File: src/rtl/fetch_unit_if.sv
// Fetch-stage bus bundle: instruction-memory req/ack, downstream redirect,
// and the valid/ready instruction hand-off to decode.
interface fetch_unit_if #(
    parameter int unsigned addr_data_width = 32
);
    logic                       imem_req;
    logic [addr_data_width-1:0] imem_addr;
    logic                       imem_ack;
    logic [addr_data_width-1:0] imem_rdata;
    logic                       redirect_valid;
    logic [addr_data_width-1:0] redirect_pc;
    logic                       instr_valid;
    logic                       instr_ready;
    logic [addr_data_width-1:0] instr_out;
    logic [addr_data_width-1:0] instr_pc;

    modport master (
        output imem_req, imem_addr, instr_valid, instr_out, instr_pc,
        input  imem_ack, imem_rdata, redirect_valid, redirect_pc, instr_ready
    );

    modport slave (
        input  imem_req, imem_addr, instr_valid, instr_out, instr_pc,
        output imem_ack, imem_rdata, redirect_valid, redirect_pc, instr_ready
    );
endinterface

File: src/rtl/fetch_unit.sv
// Instruction fetch stage: owns the PC, fetches one word at a time over req/ack,
// buffers it for decode, and squashes in-flight work on downstream redirects.
module fetch_unit #(
    parameter int unsigned                 addr_data_width = 32,
    parameter logic [addr_data_width-1:0] reset_pc        = '0
) (
    input  logic          clk,
    input  logic          reset,
    fetch_unit_if.master  bus
);
    localparam int unsigned aw = addr_data_width;

    typedef enum logic [1:0] {
        FETCH = 2'd0,
        HOLD  = 2'd1,
        DRAIN = 2'd2
    } state_t;

    state_t        state;
    logic [aw-1:0] pc;
    logic [aw-1:0] pending;
    logic [aw-1:0] target;

    // Redirect targets are word aligned; the low address bits are dropped.
    assign target        = bus.redirect_pc & ~aw'(3);
    assign bus.imem_addr = pc;

    always_ff @(posedge clk) begin
        if (reset) begin
            state           <= FETCH;
            pc              <= reset_pc;
            pending         <= '0;
            bus.imem_req    <= 1'b0;
            bus.instr_valid <= 1'b0;
            bus.instr_out   <= '0;
            bus.instr_pc    <= '0;
        end else begin
            case (state)
                FETCH: begin
                    if (bus.redirect_valid) begin
                        // Returned word (if any) is stale; a live request keeps going.
                        bus.imem_req <= 1'b1;
                        if (bus.imem_ack) begin
                            pc <= target;
                        end else begin
                            pending <= target;
                            state   <= DRAIN;
                        end
                    end else if (bus.imem_ack) begin
                        bus.instr_out   <= bus.imem_rdata;
                        bus.instr_pc    <= pc;
                        bus.instr_valid <= 1'b1;
                        bus.imem_req    <= 1'b0;
                        pc              <= pc + aw'(4);
                        state           <= HOLD;
                    end else begin
                        bus.imem_req <= 1'b1;
                    end
                end
                HOLD: begin
                    if (bus.redirect_valid) begin
                        pc              <= target;
                        bus.instr_valid <= 1'b0;
                        bus.imem_req    <= 1'b1;
                        state           <= FETCH;
                    end else if (bus.instr_ready) begin
                        bus.instr_valid <= 1'b0;
                        bus.imem_req    <= 1'b1;
                        state           <= FETCH;
                    end
                end
                DRAIN: begin
                    // Hold the stale request until memory answers, then restart at the newest target.
                    if (bus.imem_ack) begin
                        pc    <= bus.redirect_valid ? target : pending;
                        state <= FETCH;
                    end else if (bus.redirect_valid) begin
                        pending <= target;
                    end
                end
                default: begin
                    state        <= FETCH;
                    bus.imem_req <= 1'b0;
                end
            endcase
        end
    end
endmodule

File: src/flat_wrapper.sv
// flat-port wrapper written by rule: the top's interface ports become plain ports
module fetch_unit_flat 
#(
    parameter int unsigned                 addr_data_width = 32,
    parameter logic [addr_data_width-1:0] reset_pc        = '0
)
  (clk, reset, bus_imem_req, bus_imem_addr, bus_instr_valid, bus_instr_out, bus_instr_pc, bus_imem_ack, bus_imem_rdata, bus_redirect_valid, bus_redirect_pc, bus_instr_ready);
  fetch_unit_if #(.addr_data_width(addr_data_width)) bus_i ();
  input  logic clk;
  input  logic reset;
  output wire logic [$bits(bus_i.imem_req)-1:0] bus_imem_req;
  output wire logic [$bits(bus_i.imem_addr)-1:0] bus_imem_addr;
  output wire logic [$bits(bus_i.instr_valid)-1:0] bus_instr_valid;
  output wire logic [$bits(bus_i.instr_out)-1:0] bus_instr_out;
  output wire logic [$bits(bus_i.instr_pc)-1:0] bus_instr_pc;
  input wire logic [$bits(bus_i.imem_ack)-1:0] bus_imem_ack;
  input wire logic [$bits(bus_i.imem_rdata)-1:0] bus_imem_rdata;
  input wire logic [$bits(bus_i.redirect_valid)-1:0] bus_redirect_valid;
  input wire logic [$bits(bus_i.redirect_pc)-1:0] bus_redirect_pc;
  input wire logic [$bits(bus_i.instr_ready)-1:0] bus_instr_ready;
  assign bus_imem_req = bus_i.imem_req;
  assign bus_imem_addr = bus_i.imem_addr;
  assign bus_instr_valid = bus_i.instr_valid;
  assign bus_instr_out = bus_i.instr_out;
  assign bus_instr_pc = bus_i.instr_pc;
  assign bus_i.imem_ack = bus_imem_ack;
  assign bus_i.imem_rdata = bus_imem_rdata;
  assign bus_i.redirect_valid = bus_redirect_valid;
  assign bus_i.redirect_pc = bus_redirect_pc;
  assign bus_i.instr_ready = bus_instr_ready;
  fetch_unit #(.addr_data_width(addr_data_width), .reset_pc(reset_pc)) u_core (.clk(clk), .reset(reset), .bus(bus_i));
endmodule
File: config.mk
export PLATFORM = sky130hd
export DESIGN_NAME = fetch_unit_flat
export DESIGN_NICKNAME = d
export VERILOG_FILES = /design/src/rtl/fetch_unit_if.sv /design/src/rtl/fetch_unit.sv /design/src/flat_wrapper.sv
export SDC_FILE = /design/constraint.sdc
export NUM_CORES = 1
export LEC_CHECK = 0
export ABC_AREA = 1
export CORE_AREA = 5 5 146 148
export DETAILED_ROUTE_END_ITERATION = 10
export DIE_AREA = 0 0 151 153
export GPL_ROUTABILITY_DRIVEN = 0
export HOLD_SLACK_MARGIN = 0.02
export PLACE_DENSITY = 0.59
export SLEW_MARGIN = 20
export SYNTH_ARGS = -nofsm -noshare
export SYNTH_HDL_FRONTEND = slang
export SYNTH_SLANG_ARGS = --single-unit
File: constraint.sdc
create_clock -name clk -period 1.6 [get_ports clk]
set_clock_uncertainty 0.1 [all_clocks]
set_input_delay 0.32 -clock clk [delete_from_list [all_inputs] [get_ports clk]]
set_output_delay 0.32 -clock clk [all_outputs]
set_load 0.005 [all_outputs]
==> impl_metrics.tcl <==
set metrics [dict create \
    p_seq_share_pct 25.1 \
    path_clk_slew_ns 0.06 \
    rows 52 \
    clockBufferDepth 2 \
    drt_iter0_drc 513 \
    drc 0 \
    antenna_cells 0 \
    cts_made_buffers 17 \
    synthFlopType "dfxtp_1" \
    path_delay_family "buffers and inverters" \
    path_cells "inv_6, ha_4, inv_4, nor2_4, inv_2, nor2_4, buf_6, clkinv_8, bufbuf_16, nor2_2, nor2_1" \
    worstPathMaxFanout 6 \
    htree_levels 4 \
    synth_area_leaders "dfxtp_1, nand2_1, a21oi_1, o21ai_0, nor2_1" \
    worstPathArrival_ns 2.05 \
    postLayoutCoreUtil_pct 62.87 \
    synth-async-reset-ratio_pct 0 \
    area_delta_synth_final_pct 83.12 \
    p_sw_share_pct 36.06 \
    dp.cells 1561 \
    p_total_mw 18.25 \
    holdWs_ns 0.2634 \
    synth_cells 1037 \
    ys_top_cells_by_count "nand2_1, a21oi_1, nor2_1" \
    power.density_mw_per_mm2 1458 \
    p_leak_nw 5.491 \
    synth_top_area_share_pct 38.66 \
    start_kind "flip-flop" \
    grt_pass1_vias 8496 \
    worstMarginPinSlew_ns 0.5242 \
    worstSetupStartpoint "u_core.state[0]" \
    rsz0062_at_grt "true" \
    violations "negative setup slack" \
    coreArea_mm2 0.01991 \
    chipWidth_um 151 \
    finalSetupViolCount 128 \
    path_common_cell "nor2_4" \
    cp_slowest_stage_delay_ns 0.37 \
    synth.most_common_cell "nand2_1" \
    hold_viol 0 \
    required_ns 1.81 \
    worstSetupPathType "reg2reg" \
    cp_num_buf_inv 6 \
    slew-limit-headroom_pct 65.06 \
    num-fill-cells 1703 \
    synth_warnings 0 \
    root_buffer "clkbuf_16" \
    avgRoutedWirePerCell_um 17.73 \
    min_from "bus_redirect_valid" \
    vias 8514 \
    synth_cell_types 31 \
    p_int_mw 11.67 \
    nets 1445 \
    io_buffers 164 \
    synth-edff-count 0 \
    cts_sinks 132 \
    ios 167 \
    via_per_inst 5.148 \
    grt_pass1_wl_mm 45.61 \
    track_usage_pct 25.00 \
    clk_latency_ns 0.42 \
    fp.dieArea_mm2 0.02310 \
    drtPass1Iterations 5 \
    cts_tree "done" \
    min_path_type "in2reg" \
    reg2reg_from "u_core.state[0]" \
    finalInstanceArea_mm2 0.01252 \
    synth_area_leader_cell "dfxtp_1" \
    die-height_um 153 \
    grt_max_degree 64 \
    drt_wl_total_mm 29.33 \
    place.detailed.hpwl_mm 17.83 \
    synth_area_per_cell_um2 6.591 \
    drive_gt1_share_pct 37.57 \
    ys_seq_elements 132 \
    ir_drop_uv 950.1 \
    clockPowerShare_pct 25.4 \
    p_sw_mw 6.582 \
    p_comb_share_pct 49.5 \
    max_freq_mhz 542.9 \
    start_util_pct 34.33 \
    outcome "complete, but fails checks" \
    place_area_mm2 0.009873 \
    slew_violations 0 \
    period_share_pct 115.1 \
    hold_buffers 0 \
    cap_violations 0 \
    fin_cells 1654 \
    crit_path_top_delay_cell "dfxtp_4" \
    cp-end-kind "flip-flop" \
    ys_seq_area_share_pct 38.66 \
    antenna_found_initial 0 \
    synthesis.nets 1111 \
    postRouteAntennaNets 0 \
    syn_area_mm2 0.006835 \
    overflow 0 \
    layout_setup_ws_ns -0.2421 \
    period_minus_slack_ns 1.842 \
]
cells by family (layout without fill, tap and decap cells):
| logic type | Yosys count | after routing | share of synthesized area [%] |
|---|---|---|---|
| xor gates and xnor gates | 5 | 5 | 0.6406 |
| AOI/OAI and AO/OA | 317 | 317 | 25.02 |
| buffers and inverters | 104 | 451 | 6.315 |
| and+or+nand+nor | 474 | 474 | 28.45 |
| DFF | 132 | 132 | 38.66 |
| adders and majority gates | 5 | 5 | 0.9152 |
per-layer routing:
layer	track usage, %	wire length, um	vias up
met4	9.067	816	0
met3	4.146	1319	58
met2	43.11	15090	276
met5	0	0	-
li1	-	-	4122
met1	31.19	12100	4058
state kept, by name, indices dropped and copies added, names as in the netlist:
| register | count |
|---|---|
| u_core.bus.imem_req | 1 |
| u_core.bus.instr_out | 32 |
| u_core.state | 2 |
| u_core.bus.instr_pc | 32 |
| u_core.bus.imem_addr | 32 |
| u_core.bus.instr_valid | 1 |
| u_core.pending | 32 |
metrics by stage:
step | worst slack (ns) | TNS, ns
2_1_floorplan | -0.1477 | -4.525
6_report | -0.2421 | -20.98
5_1_grt | -0.3227 | -30.42
3_3_place_gp | -0.3991 | -40.75
4_1_cts | -0.2209 | -19.62
3_5_place_dp | -0.4499 | -43.72
layout by cell type (no fill, tap or decap), types with 4 or more instances in the layout:
cell type | synthesis | layout
clkdlybuf4s50_1 | 0 | 65
inv_1 | 30 | 23
clkdlybuf4s15_1 | 0 | 9
clkbuf_2 | 0 | 5
clkbuf_16 | 0 | 19
dfxtp_1 | 132 | 104
nand3_1 | 37 | 36
inv_2 | 4 | 6
clkbuf_8 | 0 | 5
nand2_1 | 274 | 241
buf_8 | 0 | 6
nand2_2 | 5 | 22
buf_4 | 0 | 143
nor2_1 | 135 | 95
nand2_4 | 1 | 17
o21ai_2 | 1 | 29
dlygate4sd2_1 | 0 | 79
a21oi_1 | 170 | 107
buf_2 | 15 | 4
buf_6 | 3 | 25
o21ai_0 | 109 | 42
a21oi_2 | 22 | 82
nor2_2 | 10 | 25
dfxtp_2 | 0 | 23
o21ai_1 | 2 | 38
xor2_1 | 5 | 5
buf_16 | 0 | 22
dfxtp_4 | 0 | 5
buf_12 | 0 | 19
nor2_4 | 6 | 31
bufinv_16 | 0 | 6
o21bai_1 | 4 | 4
power by group through the flow:
| stage | sequential, mW | combinational, mW | clock, mW |
|---|---|---|---|
| after floorplan | 4.63 | 3.06 | 0 |
| after global placement | 4.52 | 6.43 | 0 |
| after detailed placement | 4.51 | 6.48 | 0 |
| after CTS | 4.51 | 8.61 | 4.69 |
| after global routing | 4.67 | 9.65 | 4.84 |
| final | 4.58 | 9.03 | 4.64 |
worst paths after layout:
kind / endpoint / cells after the start / slack (ns)
min reg2reg: u_core.pending[1] / 2 / 0.37
max reg2reg: u_core.bus.instr_pc[1] / 11 / -0.24
min: u_core.state[1] / 4 / 0.26
max: u_core.bus.instr_pc[1] / 11 / -0.24
what timing repair did:
| item | in CTS | in global routing |
|---|---|---|
| gates cloned | 26 | 2 |
| endpoints found under the hold margin | 0 | 0 |
| pin swaps | 53 | 25 |
| gates resized for setup | 392 | 147 |
| setup buffers | 33 | 6 |
| endpoints found under the setup margin | 228 | 149 |
worst min-delay path: stages:
cell and delay [ns]:
buf_2 0.17, nand2_1 0.10, buf_4 0.10, a21oi_1 0.05
final cells by class:
| type | instances | area, um2 | area share, % |
|---|---|---|---|
| Tap cell | 270 | 337.8 | 2.699 |
| Clock buffer | 24 | 501.7 | 4.008 |
| Multi-Input combinational cell | 801 | 4604 | 36.79 |
| Timing Repair Buffer | 382 | 4014 | 32.07 |
| Sequential cell | 132 | 2690 | 21.49 |
| Clock inverter | 8 | 192.7 | 1.539 |
| Inverter | 37 | 176.4 | 1.409 |
Power figures use the tool's default switching activity.
==> RTL change 1 (same settings) <==
`addr_data_width` is set to 32 in 3 places; all go to 16.
--- a/src/rtl/fetch_unit_if.sv
+++ b/src/rtl/fetch_unit_if.sv
@@ -1,7 +1,7 @@
 // Fetch-stage bus bundle: instruction-memory req/ack, downstream redirect,
 // and the valid/ready instruction hand-off to decode.
 interface fetch_unit_if #(
-    parameter int unsigned addr_data_width = 32
+    parameter int unsigned addr_data_width = 16
 );
     logic                       imem_req;
     logic [addr_data_width-1:0] imem_addr;
--- a/src/rtl/fetch_unit.sv
+++ b/src/rtl/fetch_unit.sv
@@ -1,7 +1,7 @@
 // Instruction fetch stage: owns the PC, fetches one word at a time over req/ack,
 // buffers it for decode, and squashes in-flight work on downstream redirects.
 module fetch_unit #(
-    parameter int unsigned                 addr_data_width = 32,
+    parameter int unsigned                 addr_data_width = 16,
     parameter logic [addr_data_width-1:0] reset_pc        = '0
 ) (
     input  logic          clk,
--- a/src/flat_wrapper.sv
+++ b/src/flat_wrapper.sv
@@ -1,7 +1,7 @@
 // flat-port wrapper written by rule: the top's interface ports become plain ports
 module fetch_unit_flat 
 #(
-    parameter int unsigned                 addr_data_width = 32,
+    parameter int unsigned                 addr_data_width = 16,
     parameter logic [addr_data_width-1:0] reset_pc        = '0
 )
   (clk, reset, bus_imem_req, bus_imem_addr, bus_instr_valid, bus_instr_out, bus_instr_pc, bus_imem_ack, bus_imem_rdata, bus_redirect_valid, bus_redirect_pc, bus_instr_ready);
Interface: changed (5 resized); port bits go from 167 to 87. The function was not compared with the original's and may differ.
==> RTL change 1 against the original RTL <==
The run still ends with setup timing left. Worst hold slack improved by 120 ps. Cell area decreased by 50%. Highest routed layer unchanged. Non-clock buffer count decreased by 208. Sequential power decreased by 47%. Wire length decreased by 54%. Clock power decreased by 57%. Power decreased by 54%. Sequential cell count decreased by 64. Global-route usage decreased by 14 points. Setup slack improved by 100 ps. Synthesized cell count decreased by 52%. Count of clock-buffer cells in the layout decreased by 12. Area after synthesis decreased by 50%. Critical path type unchanged.
==> RTL change 1: results <==
metrics = {
    "run_status": {
        "outcome": "finished, violations left",
        "violations": "setup timing",
    },
    "place": {
        "placed_area_um2": 5040,
        "io_buffers": 84,
        "post-place-cells": 894,
        "post-place-ws_ps": -382,
        "dp_hpwl_um": 8720,
    },
    "min_path": {
        "min_path_type": "reg -> reg",
        "hold_start": "u_core.pending[0]$_SDFFE_PP0P_",
    },
    "cells_and_area": {
        "final_nets": 702,
        "nFillCells": 2143,
        "antennaDiodeCount": 0,
        "drive_above_1_share_pct": 34.7,
    },
    "global_routing": {
        "antenna_found_initial": 0,
        "grt_pass1_vias": 4120,
        "grtUsageTotal_pct": 11.5,
        "grt_max_degree": 36,
        "grt_pass1_wl_um": 20900,
    },
    "logic_synthesis": {
        "netlist_top_cells_count": "nand2_1 (110), a21oi_1 (80), dfxtp_1 (68)",
        "synth_fp_nets": 542,
        "ys.flop_type": "dfxtp_1",
        "synth-seq-area-share_pct": 39.9,
        "synth_top_cells_by_area": "dfxtp_1 (40%), nand2_1 (12%), a21oi_1 (12%)",
        "synth_area_per_cell_um2": 6.82,
        "synthDistinctLibCells": 29,
    },
    "route": {
        "dr_wl_met2_um": 6770,
        "final_antenna_net_count": 0,
        "avgViaCountPerCell": 4.30,
        "drt_iter0_drc": 141,
        "drt-total-wl_um": 13500,
        "num_vias": 4019,
        "met3_length_um": 604,
    },
    "critical_path": {
        "cp_max_fo": 5,
        "cpMaxStageDelayCell": "dfxtp_2",
        "slowest_delay_ps": 340,
        "cp_top_family": "buffers and inverters",
        "cp.arrival_ps": 1890,
    },
    "power": {
        "peakVddDrop_uv": 557,
        "p_leak_uw": 0.00271,
        "power.internal_uw": 5310,
    },
    "sta": {
        "postLayoutSetupSlackWorst_ps": -137,
        "setup_violations": 59,
        "finalSetupTns_ps": -4370,
        "max_slew_margin_pct": 81.7,
    },
    "clocking": {
        "clock_latency_ps": 330,
        "htreeDepth": 3,
        "numCtsBuffers": 9,
    },
}
-- RTL change 1: worst min-delay path, delay by kind of cell (launching register included) --
family / cells / cell delay (ps)
AOI/OAI and AO/OA: 1 / 50
DFF: 1 / 320
and+or+nand+nor: 1 / 80
-- RTL change 1: through the flow --
step | util [%] | total power, uW
finish | 31.4 | 8450
global route | 31.4 | 8990
CTS | 30.0 | 8180
global placement | 25.3 | 5440
detailed placement | 25.3 | 5460
floorplan | - | 3870
-- RTL change 1: logic make-up after synthesis --
group                    count (synthesis)  share of synthesized area, %
XOR/XNOR                                 1                         0.257
AO/OA/AOI/OAI                          158                          25.0
adder cells (fa/ha/maj)                  5                          1.84
AND/OR/NAND/NOR                        211                          25.4
buffers and inverters                   57                          7.64
flip-flops                              68                          39.9
-- RTL change 1: final cells by class --
class | count | area (um2) | share of cell area, %
clock buffers | 12 | 246 | 3.94
repair inverters | 4 | 71.3 | 1.14
well taps | 270 | 338 | 5.40
inverters | 28 | 150 | 2.40
flip-flops and latches | 68 | 1400 | 22.3
multi-input cells | 375 | 2240 | 35.8
clock inverters | 4 | 48.8 | 0.779
repair buffers | 174 | 1770 | 28.3
-- RTL change 1: worst paths after layout --
kind,cells past startpoint,endpoint,slack (ps)
hold / removal,2,u_core.pending[0]$_SDFFE_PP0P_,380
setup reg to reg,11,u_core.bus.imem_addr[2]$_SDFFE_PP0P_,-140
setup / recovery,11,u_core.bus.imem_addr[2]$_SDFFE_PP0P_,-140
hold reg to reg,2,u_core.pending[0]$_SDFFE_PP0P_,380
-- RTL change 1: power groups by stage --
| stage | Combinational (uW) | Sequential [uW] | Clock, uW |
|---|---|---|---|
| after global placement | 3070 | 2380 | 0 |
| final | 4020 | 2420 | 2010 |
| after floorplan | 1510 | 2360 | 0 |
| after CTS | 3690 | 2400 | 2080 |
| after global routing | 4370 | 2470 | 2150 |
| after detailed placement | 3090 | 2380 | 0 |
-- RTL change 1: repair_timing --
item | CTS | global route
cloned | 7 | 2
pin swaps | 19 | 10
endpoints found under the setup margin | 109 | 73
resized for setup | 196 | 72
setup buffers | 15 | 2
-- RTL change 1: per-layer routing --
layer  GRT usage, %  vias to the layer above
li1               -                     1998
met1           14.2                     1913
met2           19.6                      100
met3           3.26                        8
met4           2.89                        0
met5              0                        -
==> RTL change 2 (config.mk and constraints unchanged) <==
Made on the original files. The 3 states of `state_t` get a one-hot encoding in 3 bits.
--- a/src/rtl/fetch_unit.sv
+++ b/src/rtl/fetch_unit.sv
@@ -10,10 +10,10 @@
 );
     localparam int unsigned aw = addr_data_width;
 
-    typedef enum logic [1:0] {
-        FETCH = 2'd0,
-        HOLD  = 2'd1,
-        DRAIN = 2'd2
+    typedef enum logic [2:0] {
+        FETCH = 3'b001,
+        HOLD  = 3'b010,
+        DRAIN = 3'b100
     } state_t;
 
     state_t        state;
Check against the original RTL: no difference found for any inputs over 4 cycles, from zero or initial values and one cycle with reset high; so few cycles prove little.
==> RTL change 2 against the original RTL <==
The flow still finishes with violations (setup timing). Cell area rose by 0.48%. Via count fell by 1.5%. Wire length rose by 1.3%. Die area did not move. Critical path type unchanged. Largest cell class unchanged. Area after synthesis fell by 2.7%. Sequential cell count rose by 1. Setup slack got worse by 52 ps.
Power is not compared: it rests on default switching activity, and its combinational part moved more than twofold at a synthesized area within 25%.
==> RTL change 2: results <==
metrics = {
    "run_status": {
        "outcome": "finished, violations left",
        "violations": "setup timing",
    },
    "route": {
        "avgViaCountPerCell": 5.08,
        "drt-total-wl_um": 29700,
        "drc": 0,
        "drt_iter0_drc": 629,
        "drtPass1Iterations": 5,
    },
    "sta": {
        "postLayoutSetupSlackWorst_ps": -294,
        "setup_violations": 132,
        "max_slew_margin_pct": 73.2,
        "finalSetupTns_ps": -21270,
    },
    "global_routing": {
        "grt_pass1_vias": 8233,
        "grt_pass1_wl_um": 45900,
        "grt_max_degree": 40,
        "grtUsageTotal_pct": 25.2,
        "antenna_found_initial": 0,
    },
    "logic_synthesis": {
        "synthDistinctLibCells": 30,
        "synth_top_cells_by_area": "dfxtp_1 (40%), nand2_1 (18%), o21ai_0 (11%)",
        "yosys_warnings": 0,
        "synthArstFlopShare_pct": 0,
        "netlist_top_cells_count": "nand2_1 (316), o21ai_0 (150), nor2_1 (147)",
        "synth_fp_nets": 1099,
        "synth-seq-area-share_pct": 40.0,
    },
    "clocking": {
        "numCtsBuffers": 17,
        "clk_path_buf_depth": 2,
        "root_buffer": "clkbuf_16",
        "clock_latency_ps": 420,
        "htreeDepth": 4,
        "clkTransAtPathRegs_ps": 60,
    },
    "place": {
        "placed_area_um2": 9590,
        "dp_hpwl_um": 17200,
        "io_buffers": 164,
    },
    "power": {
        "power.internal_uw": 8490,
        "peakVddDrop_uv": 789,
    },
    "critical_path": {
        "cp_max_fo": 8,
        "cp_top_family": "buffers and inverters",
        "cpMaxStageDelayCell": "dfxtp_4",
        "slowest_delay_ps": 350,
        "cp.arrival_ps": 2140,
    },
    "cells_and_area": {
        "drive_above_1_share_pct": 35.9,
        "antennaDiodeCount": 0,
        "final_nets": 1441,
        "nFillCells": 1716,
    },
    "min_path": {
        "min_path_type": "reg -> reg",
    },
}
-- RTL change 2: cell count changes after synthesis, sizes merged, moves of 3 or more --
cell / unedited run / this run
o211ai: 3 / 7
nand2: 280 / 316
o21bai: 4 / 0
clkbuf: 44 / 29
o21ai: 112 / 155
nor3: 1 / 5
buf: 23 / 31
ha: 5 / 1
nand3b: 3 / 0
inv: 34 / 54
a21oi: 192 / 71
clkinv: 3 / 0
a31oi: 1 / 33
-- RTL change 2: final timing paths --
check	start	to	slack, ps	cells past startpoint
worst min register to register	u_core.bus.instr_out[12]$_SDFFE_PP0P_	u_core.bus.instr_out[12]$_SDFFE_PP0P_	360	2
worst max-delay path	u_core.state[1]$_SDFFE_PP0P_	u_core.pending[4]$_SDFFE_PP0P_	-290	11
worst min-delay path	u_core.bus.instr_out[12]$_SDFFE_PP0P_	u_core.bus.instr_out[12]$_SDFFE_PP0P_	360	2
worst max register to register	u_core.state[1]$_SDFFE_PP0P_	u_core.pending[4]$_SDFFE_PP0P_	-290	11
-- RTL change 2: cells by family after synthesis --
family / Yosys count / share of synthesized area [%]
xor gates and xnor gates: 3 / 0.395
buffers and inverters: 114 / 7.41
adders and majority gates: 1 / 0.188
DFF: 133 / 40.0
AOI/OAI and AO/OA: 268 / 21.2
and+or+nand+nor: 510 / 30.8
-- RTL change 2: through the flow --
stage	hold WS, ps	std cells	util [%]	setup slack [ps]
final	365	1653	63.2	-294
after global routing	382	1653	63.2	-337
after CTS	366	1643	60.3	-208
after detailed placement	360	1543	48.2	-434
after global placement	354	1543	48.2	-418
after floorplan	340	1029	-	5.66
-- RTL change 2: timing repair --
item,in CTS,in global routing
pin swaps,53,41
gates resized for setup,460,117
gates cloned,26,0
endpoints found under the hold margin,0,0
endpoints found under the setup margin,222,144
buffers inserted,45,11
-- RTL change 2: metal layers --
metal / GRT usage [%] / share of wire [%] / vias up
met5: 0 / 0 / -
li1: - / - / 4093
met3: 4.68 / 7.1 / 44
met1: 33.0 / 42 / 3911
met4: 6.82 / 2.3 / 0
met2: 42.3 / 48 / 342
-- RTL change 2: power groups by stage --
stage               Sequential [uW]  Clock [uW]  Combinational (uW)
floorplan                      4020           0                1100
global placement               4010           0                2630
detailed placement             4010           0                2640
CTS                            3960        4280                3660
global route                   4030        4470                4210
finish                         3990        4240                3930
-- RTL change 2: area by class of cell --
class	count	area, um2	share of cell area, %
Timing Repair Buffer	383	4170	33.1
Multi-Input combinational cell	782	4460	35.4
Clock buffer	23	488	3.88
Clock inverter	8	146	1.16
Inverter	54	251	2.00
Tap cell	270	338	2.69
Sequential cell	133	2730	21.7
